**config.mk**
```make
export PLATFORM = sky130hd
export DESIGN_NAME = ysyx_23060278_mcctl
export DESIGN_NICKNAME = d
export VERILOG_FILES = /design/src/rtl/ysyx_23060278_mcctl.sv
export SDC_FILE = /design/constraint.sdc
export NUM_CORES = 1
export LEC_CHECK = 0
export BUFFER_PORTS_ARGS = -buffer_cell sky130_fd_sc_hd__buf_2
export CORE_UTILIZATION = 53
export DETAILED_ROUTE_END_ITERATION = 10
export GPL_TIMING_DRIVEN = 0
export PLACE_DENSITY = 0.78
export SYNTH_ARGS = -nofsm -noshare
export SYNTH_HDL_FRONTEND = slang
export SYNTH_SLANG_ARGS = --single-unit
```
**constraint.sdc**
```tcl
create_clock -name clk -period 2.29 [get_ports clk]
set_input_delay 0.458 -clock clk [delete_from_list [all_inputs] [get_ports clk]]
set_output_delay 0.458 -clock clk [all_outputs]
set_load 0.02 [all_outputs]
```
**src/rtl/ysyx_23060278_mcctl.sv**
```systemverilog
// rtl/ysyx_23060278_mcctl.sv - multi-cycle fetch/decode/exec/mem/wb sequencing controller
// Define YSYX_23060278_PERF_EN to add the cycle_cnt and instret performance counters.
module ysyx_23060278_mcctl #(
  parameter logic [7:0] MEM_TIMEOUT = 8'd255
) (
  input  logic       clk,
  input  logic       rst_n,
  output logic       ifu_req,
  input  logic       ifu_ready,
  output logic       ir_we,
  input  logic       dec_load,
  input  logic       dec_store,
  input  logic       dec_regwrite,
  input  logic       dec_ebreak,
  input  logic       dec_illegal,
  output logic       lsu_req,
  output logic       lsu_we,
  input  logic       lsu_ready,
  output logic       rf_we,
  output logic       pc_we,
  output logic       halt,
  output logic       err,
  output logic [2:0] state
`ifdef YSYX_23060278_PERF_EN
  ,
  output logic [63:0] cycle_cnt,
  output logic [63:0] instret
`endif
);

  localparam logic [2:0] S_IDLE   = 3'd0;
  localparam logic [2:0] S_FETCH  = 3'd1;
  localparam logic [2:0] S_DECODE = 3'd2;
  localparam logic [2:0] S_EXEC   = 3'd3;
  localparam logic [2:0] S_MEM    = 3'd4;
  localparam logic [2:0] S_WB     = 3'd5;
  localparam logic [2:0] S_HALT   = 3'd6;

  logic [2:0] state_q;
  logic [2:0] state_d;
  logic       err_q;
  logic       err_set;
  logic       load_q;
  logic       store_q;
  logic       regwrite_q;
  logic [7:0] wait_cnt;
  logic       waiting;
  logic       tmo_hit;

  // The limit is reached on the wait cycle that brings the count up to MEM_TIMEOUT.
  assign waiting = ((state_q == S_FETCH) && !ifu_ready) || ((state_q == S_MEM) && !lsu_ready);
  assign tmo_hit = (MEM_TIMEOUT != 8'd0) && (wait_cnt == MEM_TIMEOUT - 8'd1);

  always_ff @(posedge clk or negedge rst_n) begin
    if (!rst_n) begin
      state_q <= S_IDLE;
    end else begin
      state_q <= state_d;
    end
  end

  always_comb begin
    state_d = state_q;
    err_set = 1'b0;
    case (state_q)
      S_IDLE:  state_d = S_FETCH;
      S_FETCH: begin
        if (ifu_ready) begin
          state_d = S_DECODE;
        end else if (tmo_hit) begin
          state_d = S_HALT;
          err_set = 1'b1;
        end
      end
      S_DECODE: begin
        if (dec_ebreak) begin
          state_d = S_HALT;
        end else if (dec_illegal) begin
          state_d = S_HALT;
          err_set = 1'b1;
        end else begin
          state_d = S_EXEC;
        end
      end
      S_EXEC:  state_d = (load_q || store_q) ? S_MEM : S_WB;
      S_MEM: begin
        if (lsu_ready) begin
          state_d = S_WB;
        end else if (tmo_hit) begin
          state_d = S_HALT;
          err_set = 1'b1;
        end
      end
      S_WB:    state_d = S_FETCH;
      S_HALT:  state_d = S_HALT;
      default: begin
        state_d = S_HALT;
        err_set = 1'b1;
      end
    endcase
  end

  always_comb begin
    ifu_req = (state_q == S_FETCH);
    ir_we   = (state_q == S_FETCH) && ifu_ready;
    lsu_req = (state_q == S_MEM);
    lsu_we  = (state_q == S_MEM) && store_q;
    rf_we   = (state_q == S_WB) && regwrite_q && !store_q;
    pc_we   = (state_q == S_WB);
    halt    = (state_q == S_HALT);
    err     = err_q;
    state   = state_q;
  end

  always_ff @(posedge clk or negedge rst_n) begin
    if (!rst_n) begin
      err_q <= 1'b0;
    end else if (err_set) begin
      err_q <= 1'b1;
    end
  end

  always_ff @(posedge clk or negedge rst_n) begin
    if (!rst_n) begin
      load_q     <= 1'b0;
      store_q    <= 1'b0;
      regwrite_q <= 1'b0;
    end else if (state_q == S_DECODE) begin
      load_q     <= dec_load;
      store_q    <= dec_store;
      regwrite_q <= dec_regwrite;
    end
  end

  // Any state change clears the count, which covers entry into FETCH and MEM.
  always_ff @(posedge clk or negedge rst_n) begin
    if (!rst_n) begin
      wait_cnt <= 8'd0;
    end else if (state_d != state_q) begin
      wait_cnt <= 8'd0;
    end else if (waiting && (wait_cnt != 8'hFF)) begin
      wait_cnt <= wait_cnt + 8'd1;
    end
  end

`ifdef YSYX_23060278_PERF_EN
  always_ff @(posedge clk or negedge rst_n) begin
    if (!rst_n) begin
      cycle_cnt <= 64'd0;
      instret   <= 64'd0;
    end else begin
      if ((state_q != S_IDLE) && (state_q != S_HALT)) begin
        cycle_cnt <= cycle_cnt + 64'd1;
      end
      if (pc_we) begin
        instret <= instret + 64'd1;
      end
    end
  end
`endif

endmodule

```
==> run_results.csv, run 1 <==
group,metric,value,unit
outcome,status,"complete, no violations",
final_layout,diode_count,0,
power_and_ir_drop,design_power_total,0.00112,W
synthesis,post_synthesis_cell_count,103,
clock_network,cts.sinks,15,
synthesis,netlist-cell-type-count,41,
detailed_routing,antenna_left,0,
min_path,hold_path.class,"in -> async",
final_layout,area_of_combinational_cells_with_multiple_inputs,557,um2
timing,post-route-min-period,2.15,ns
power_and_ir_drop,power.switching_fraction,0.448,
final_layout,layout_commonest_cell,"buf_2",
setup_path,critical_path_class,"reg -> out",
detailed_routing,drt_iter0_drc,12,
setup_path,worst_r2r_endpoint,"wait_cnt[2]$_DFFE_PN0P_",
floorplanning,dieHeight,44.8,um
placed_design,buffer_ports.inserted,19,
synthesis,synth_ff_type,"dfrtp_1",
power_and_ir_drop,share_comb_of_total_power,0.525,
clock_network,cts_post_setup_buffers_inserted,0,
detailed_routing,number_of_iterations_in_the_first_detailed_routing_pass,4,
floorplanning,core,1730,um2
clock_network,cts_resized,0,
setup_path,worstRegToRegCells,5,
clock_network,cts_max_level,1,
final_layout,fin_nets,138,
setup_path,critical_path.startpoint_type,"flip-flop",
placed_design,gp_routability_congestion,0.827,
synthesis,synth.cell_area,971,um2
clock_network,worst_skew_pair.late_latency,0.28,ns
synthesis,synth.ff_latch_count,15,
setup_path,reg2reg_setup_slack,0.30,ns
global_routing,pin_count_of_the_biggest_net_entering_global_routing,16,
detailed_routing,post_drt_via_cell_ratio,5.85,
floorplanning,top_level_ports,20,
detailed_routing,routedWlPerCell,13.3,um
global_routing,global_route_wire_length_before_repair,3.26,mm
synthesis,syn_area_per_cell,9.43,um2
global_routing,track_usage,0.226,
global_routing,grt_pass1_vias,735,
final_layout,layout-drive-gt1-share,0.278,
final_layout,area.sequential,375,um2
power_and_ir_drop,clock_power_share,0.132,
timing,finalClockSkew,0.00212,ns
power_and_ir_drop,powerDensity,992,nW/um2
setup_path,worst_ep_required_time,1.83,ns
power_and_ir_drop,power.internal,0.000616,W
floorplanning,rows,15,
final_layout,area_growth_from_synthesis_to_layout,15.9,%
clock_network,cts-hold-fix-buffers,0,
clock_network,clkSlewWorstSetupHoldPaths,0.08,ns
synthesis,syn-num-nets,114,
global_routing,antenna_found_initial,0,
clock_network,clock-root-buffer,"clkbuf_4",
setup_path,critPathSlowestCell,"dfrtp_1",
setup_path,critical_path.endpoint_type,"primary output",
detailed_routing,drt_wl_total,2.00,mm
power_and_ir_drop,irDropWorstVdd,564,uV
power_and_ir_drop,leakage,0.454,nW
timing,timing.final.max_slew_violations,0,
job,drv.max_cap_violation_count,0,
setup_path,critical_path.max_fanout,10,
timing,max_slew.worst_pin.slew,0.713,ns
clock_network,clock_path_buffers,2,
final_layout,final_util,0.651,
setup_path,rr_startpoint,"wait_cnt[4]$_DFFE_PN0P_",
setup_path,critical_path_arrival,1.69,ns
detailed_routing,dr_total_vias,884,
final_layout,fillers,153,
power_and_ir_drop,power.share.sequential,0.343,
floorplanning,floorplan.initialDensity,0.562,
setup_path,timing.critical_path.cells,"clkbuf_1 -> nand2_1 -> nor4b_1 -> buf_2",
power_and_ir_drop,p_sw,0.000500,W
timing,holdWs,0.0611,ns
placed_design,place.detailed.hpwl,1.52,mm
final_layout,final_design_area_excluding_fillers,1120,um2
timing,ratio_of_final_minimum_period_to_clock_period,0.937,
final_layout,most_frequent_cells_in_the_layout,"20 x buf_2, 15 x dfrtp_1, 8 x nor2_1, 8 x o21ai_0",
timing,setup_viol_count_final,0,
synthesis,async_flop_share,1.00,
clock_network,numCtsBuffers,3,
floorplanning,die-area,2010,um2
global_routing,grt_overflow_total,0,
synthesis,number_of_enable_type_register_cells_in_the_synthesized_netlist,0,
timing,report.final.hold_viol_count,0,
detailed_routing,drc_errors,0,
synthesis,yosysWarnings,0,
floorplanning,die-width,44.8,um
clock_network,cts_tree,"done",
timing,clock.fmax,0.466,GHz
placed_design,detailed_place.area,1100,um2
timing,relative_slew_margins,0.525,
timing,grt_setup_unrepaired,"no",
setup_path,worst_path_largest_cell_delay,0.43,ns
timing,setup_tns,0,ns
synthesis,synth-seq-area-share,0.387,
[logic make-up (layout without fill, tap and decap cells)]
group,count (synthesis),in the layout,share of synthesized area
AO/OA/AOI/OAI,35,35,0.255
flip-flops,15,15,0.387
multiplexers,3,3,0.0348
AND/OR/NAND/NOR,40,40,0.258
adder cells (fa/ha/maj),2,2,0.0258
buffers and inverters,8,31,0.0399
[flip-flops by register name, indices dropped and copies added (netlist names)]
register    flops
store_q         1
err             1
wait_cnt        8
load_q          1
regwrite_q      1
state           3
[power groups by stage]
stage               registers [W]  logic, W  clock network, W
floorplan                0.000410  0.000403                 0
global placement         0.000384  0.000573                 0
detailed placement       0.000390  0.000581                 0
CTS                      0.000385  0.000586          0.000154
global route             0.000393  0.000649          0.000165
finish                   0.000383  0.000586          0.000147
[routing by layer]
metal  global-route usage  vias to the layer above  part of all wire
met5                    0                        -                 0
met3               0.0760                        4             0.051
li1                     -                      448                 -
met2                0.318                       19              0.44
met4               0.0788                        0             0.010
met1                0.326                      413              0.49
[cells in the mapped netlist, types with 2 or more instances]
master	n	area, um2
dfrtp_1	15	375
nor2_1	8	30.0
o21ai_0	8	40.0
a211oi_1	6	45.0
a21oi_1	6	30.0
nand2_1	5	18.8
nand3_1	5	25.0
and2_1	3	18.8
clkbuf_1	3	11.3
inv_1	3	11.3
mux2_2	3	33.8
o31ai_1	3	22.5
a2111oi_0	2	17.5
ha_1	2	25.0
nor3_1	2	10.0
o41ai_1	2	17.5
or3_1	2	12.5
or4_1	2	15.0
[worst max path at each step]
stage | slack [ns] | startpoint | endpoint | cells past startpoint
floorplan | 0.16 | state[0]$_DFF_PN0_ | rf_we | 3
global placement | 0.35 | wait_cnt[4]$_DFFE_PN0P_ | wait_cnt[2]$_DFFE_PN0P_ | 5
detailed placement | 0.32 | wait_cnt[4]$_DFFE_PN0P_ | wait_cnt[2]$_DFFE_PN0P_ | 5
CTS | 0.12 | state[0]$_DFF_PN0_ | rf_we | 4
global route | 0.0007 | state[0]$_DFF_PN0_ | rf_we | 4
finish | 0.14 | state[0]$_DFF_PN0_ | rf_we | 4
[critical path, delay by kind of cell (launching register included)]
kind / cells / cell delay [ns]
buf+inv: 2 / 0.54
flops: 1 / 0.43
simple gates: 2 / 0.43
[layout make-up]
type                       count  share of cell area
multi-input combinational     80               0.495
sequential                    15               0.334
timing repair buffer          19              0.0845
tap                           25              0.0278
buffer                         5              0.0245
clock buffer                   3              0.0200
inverter                       3              0.0100
clock inverter                 1             0.00445
[stage by stage]
step / setup slack (ns) / std cells
floorplan: 0.163 / 103
global placement: 0.349 / 147
detailed placement: 0.317 / 147
CTS: 0.116 / 151
global route: 0.000667 / 151
finish: 0.144 / 151
Power figures use the tool's default switching activity.
==> inputs of run 2 (changes only) <==
--- a/config.mk
+++ b/config.mk
@@ -6,10 +6,13 @@
 export NUM_CORES = 1
 export LEC_CHECK = 0
 export BUFFER_PORTS_ARGS = -buffer_cell sky130_fd_sc_hd__buf_2
-export CORE_UTILIZATION = 53
+export CELL_PAD_IN_SITES_DETAIL_PLACEMENT = 1
+export CELL_PAD_IN_SITES_GLOBAL_PLACEMENT = 2
+export CORE_MARGIN = 10
+export CORE_UTILIZATION = 32
 export DETAILED_ROUTE_END_ITERATION = 10
 export GPL_TIMING_DRIVEN = 0
-export PLACE_DENSITY = 0.78
+export PLACE_DENSITY_LB_ADDON = 0.1
 export SYNTH_ARGS = -nofsm -noshare
 export SYNTH_HDL_FRONTEND = slang
 export SYNTH_SLANG_ARGS = --single-unit
==> run 2 against run 1 <==
Sequential power hardly changed. Largest cell class unchanged. Clock power is 8% higher. Critical endpoint is now lsu_we. Highest routed layer unchanged. Worst hold slack worse by 0.0098 ns. Largest power group unchanged. First-iteration DRC count rose to 5.0 times the previous value.
==> run_results.csv, run 2 (synthesis gave the netlist of run 1 again) <==
group,metric,value,unit
detailed_routing,post_drt_via_cell_ratio,5.80,
global_routing,antenna_found_initial,0,
detailed_routing,routedWlPerCell,17.3,um
floorplanning,die-area,5640,um2
setup_path,rr_startpoint,"state[0]$_DFF_PN0_",
min_path,hold_path.class,"in -> async",
timing,post-route-min-period,2.12,ns
final_layout,layout_commonest_cell,"buf_2",
floorplanning,top_level_ports,20,
setup_path,critical_path_class,"reg -> out",
detailed_routing,route.top_layer_used,"met4",
timing,relative_slew_margins,0.657,
timing,grt_setup_unrepaired,"no",
timing,clock.fmax,0.472,GHz
power_and_ir_drop,powerDensity,1010,nW/um2
setup_path,critical_path_arrival,1.66,ns
placed_design,place.detailed.hpwl,2.13,mm
timing,timing.final.max_slew_violations,0,
clock_network,clkSlewWorstSetupHoldPaths,0.10,ns
placed_design,gp_routability_congestion,0.728,
detailed_routing,met2RoutedLength,1.23,mm
clock_network,cts-hold-fix-buffers,0,
setup_path,critical_path.startpoint_type,"flip-flop",
detailed_routing,dr_total_vias,910,
setup_path,worstRegToRegCells,4,
setup_path,crit_path_start,"state[0]$_DFF_PN0_",
final_layout,area_growth_from_synthesis_to_layout,17.4,%
detailed_routing,detailroute.wirelength.met3,151,um
final_layout,layout-drive-gt1-share,0.294,
timing,finalClockSkew,0.0125,ns
floorplanning,floorplan.initialDensity,0.343,
final_layout,largest_register,"wait_cnt",
clock_network,cts_max_level,1,
global_routing,global_route_wire_length_before_repair,4.64,mm
floorplanning,core,2830,um2
timing,max_slew.worst_pin.slew,0.513,ns
floorplanning,rows,19,
clock_network,clock_path_buffers,2,
timing,holdWs,0.0513,ns
final_layout,diode_count,0,
setup_path,worst_ep_required_time,1.83,ns
power_and_ir_drop,irDropWorstVdd,419,uV
detailed_routing,wire_length_the_detailed_router_placed_on_met1,1.32,mm
detailed_routing,drc_errors,0,
detailed_routing,number_of_iterations_in_the_first_detailed_routing_pass,4,
timing,setup_viol_count_final,0,
power_and_ir_drop,leakage,0.455,nW
floorplanning,dieHeight,75.1,um
floorplanning,die-width,75.1,um
placed_design,buffer_ports.inserted,19,
final_layout,most_frequent_cells_in_the_layout,"20 x buf_2, 15 x dfrtp_1, 8 x nor2_1, 8 x o21ai_0, 6 x a211oi_1",
clock_network,clock-root-buffer,"clkbuf_4",
job,drv.max_cap_violation_count,0,
global_routing,grt_pass1_vias,944,
timing,report.final.hold_viol_count,0,
detailed_routing,drt_wl_total,2.72,mm
global_routing,pin_count_of_the_biggest_net_entering_global_routing,16,
timing,ratio_of_final_minimum_period_to_clock_period,0.924,
final_layout,largest_reg_flops,8,
detailed_routing,antenna_left,0,
global_routing,track_usage,0.106,
detailed_routing,drt_iter0_drc,60,
global_routing,grt_overflow_total,0,
setup_path,critical_path.max_fanout,10,
final_layout,fin_nets,138,
outcome,status,"complete, no violations",
final_layout,fillers,344,
clock_network,cts.sinks,15,
clock_network,worst_skew_pair.late_latency,0.29,ns
clock_network,numCtsBuffers,3,
setup_path,critical_path.endpoint_type,"primary output",
clock_network,cts_tree,"done",
timing,setup_tns,0,ns
-- run 2: cell types whose count changed in the layout (fill, tap and decap cells not counted), sizes merged --
cell	delta
clkbuf	+1
clkinv	-1
-- run 2: layer usage --
layer,global-route usage,up-vias
met5,0,-
met4,0.0315,0
met3,0.0329,2
met2,0.159,14
met1,0.141,446
li1,-,448
-- run 2: final cells by class --
type | count | area (um2) | share of cell area
Tap cell | 31 | 38.8 | 0.0340
Buffer | 5 | 28.8 | 0.0252
Inverter | 3 | 11.3 | 0.00988
Timing Repair Buffer | 19 | 95.1 | 0.0834
Sequential cell | 15 | 375 | 0.329
Multi-Input combinational cell | 80 | 564 | 0.495
Clock buffer | 4 | 26.3 | 0.0231
-- run 2: worst max-delay path, stage by stage (launching register included) --
cell	delay, ns
dfrtp_1	0.44
clkbuf_2	0.21
or2b_1	0.30
nor2_1	0.13
and2_1	0.13
buf_2	0.16
-- run 2: metrics by stage --
step	util	instance area [um2]	power, W	worst slack [ns]	std cells
2_1_floorplan	-	971	0.000814	0.163	103
3_3_place_gp	0.391	1100	0.000997	0.229	153
3_5_place_dp	0.391	1100	0.00100	0.209	153
4_1_cts	0.400	1130	0.00117	0.0538	157
5_1_grt	0.403	1140	0.00126	0.0396	157
6_report	0.403	1140	0.00116	0.173	157
-- run 2: repair_timing --
item | in CTS | in global routing
endpoints found under the setup margin | 0 | 6
gates resized for setup | 0 | 4
buffers inserted | 0 | 0
-- run 2: worst paths after layout --
| check | endpoint | slack [ns] |
|---|---|---|
| max reg2reg | wait_cnt[7]$_DFFE_PN0P_ | 0.38 |
| min reg2reg | err$_DFFE_PN0P_ | 0.50 |
| max | lsu_we | 0.17 |
| min in group clk | store_q$_DFFE_PN0P_ | 0.40 |
| min | wait_cnt[4]$_DFFE_PN0P_ | 0.05 |
| max in group asynchronous | regwrite_q$_DFFE_PN0P_ | 1.97 |
-- run 2: where the power goes --
part	internal (W)	switching (W)	total, W
Clock	0.0000678	0.0000913	0.000159
Combinational	0.000231	0.000383	0.000614
Sequential	0.000326	0.0000570	0.000383
Total	0.000625	0.000532	0.00116
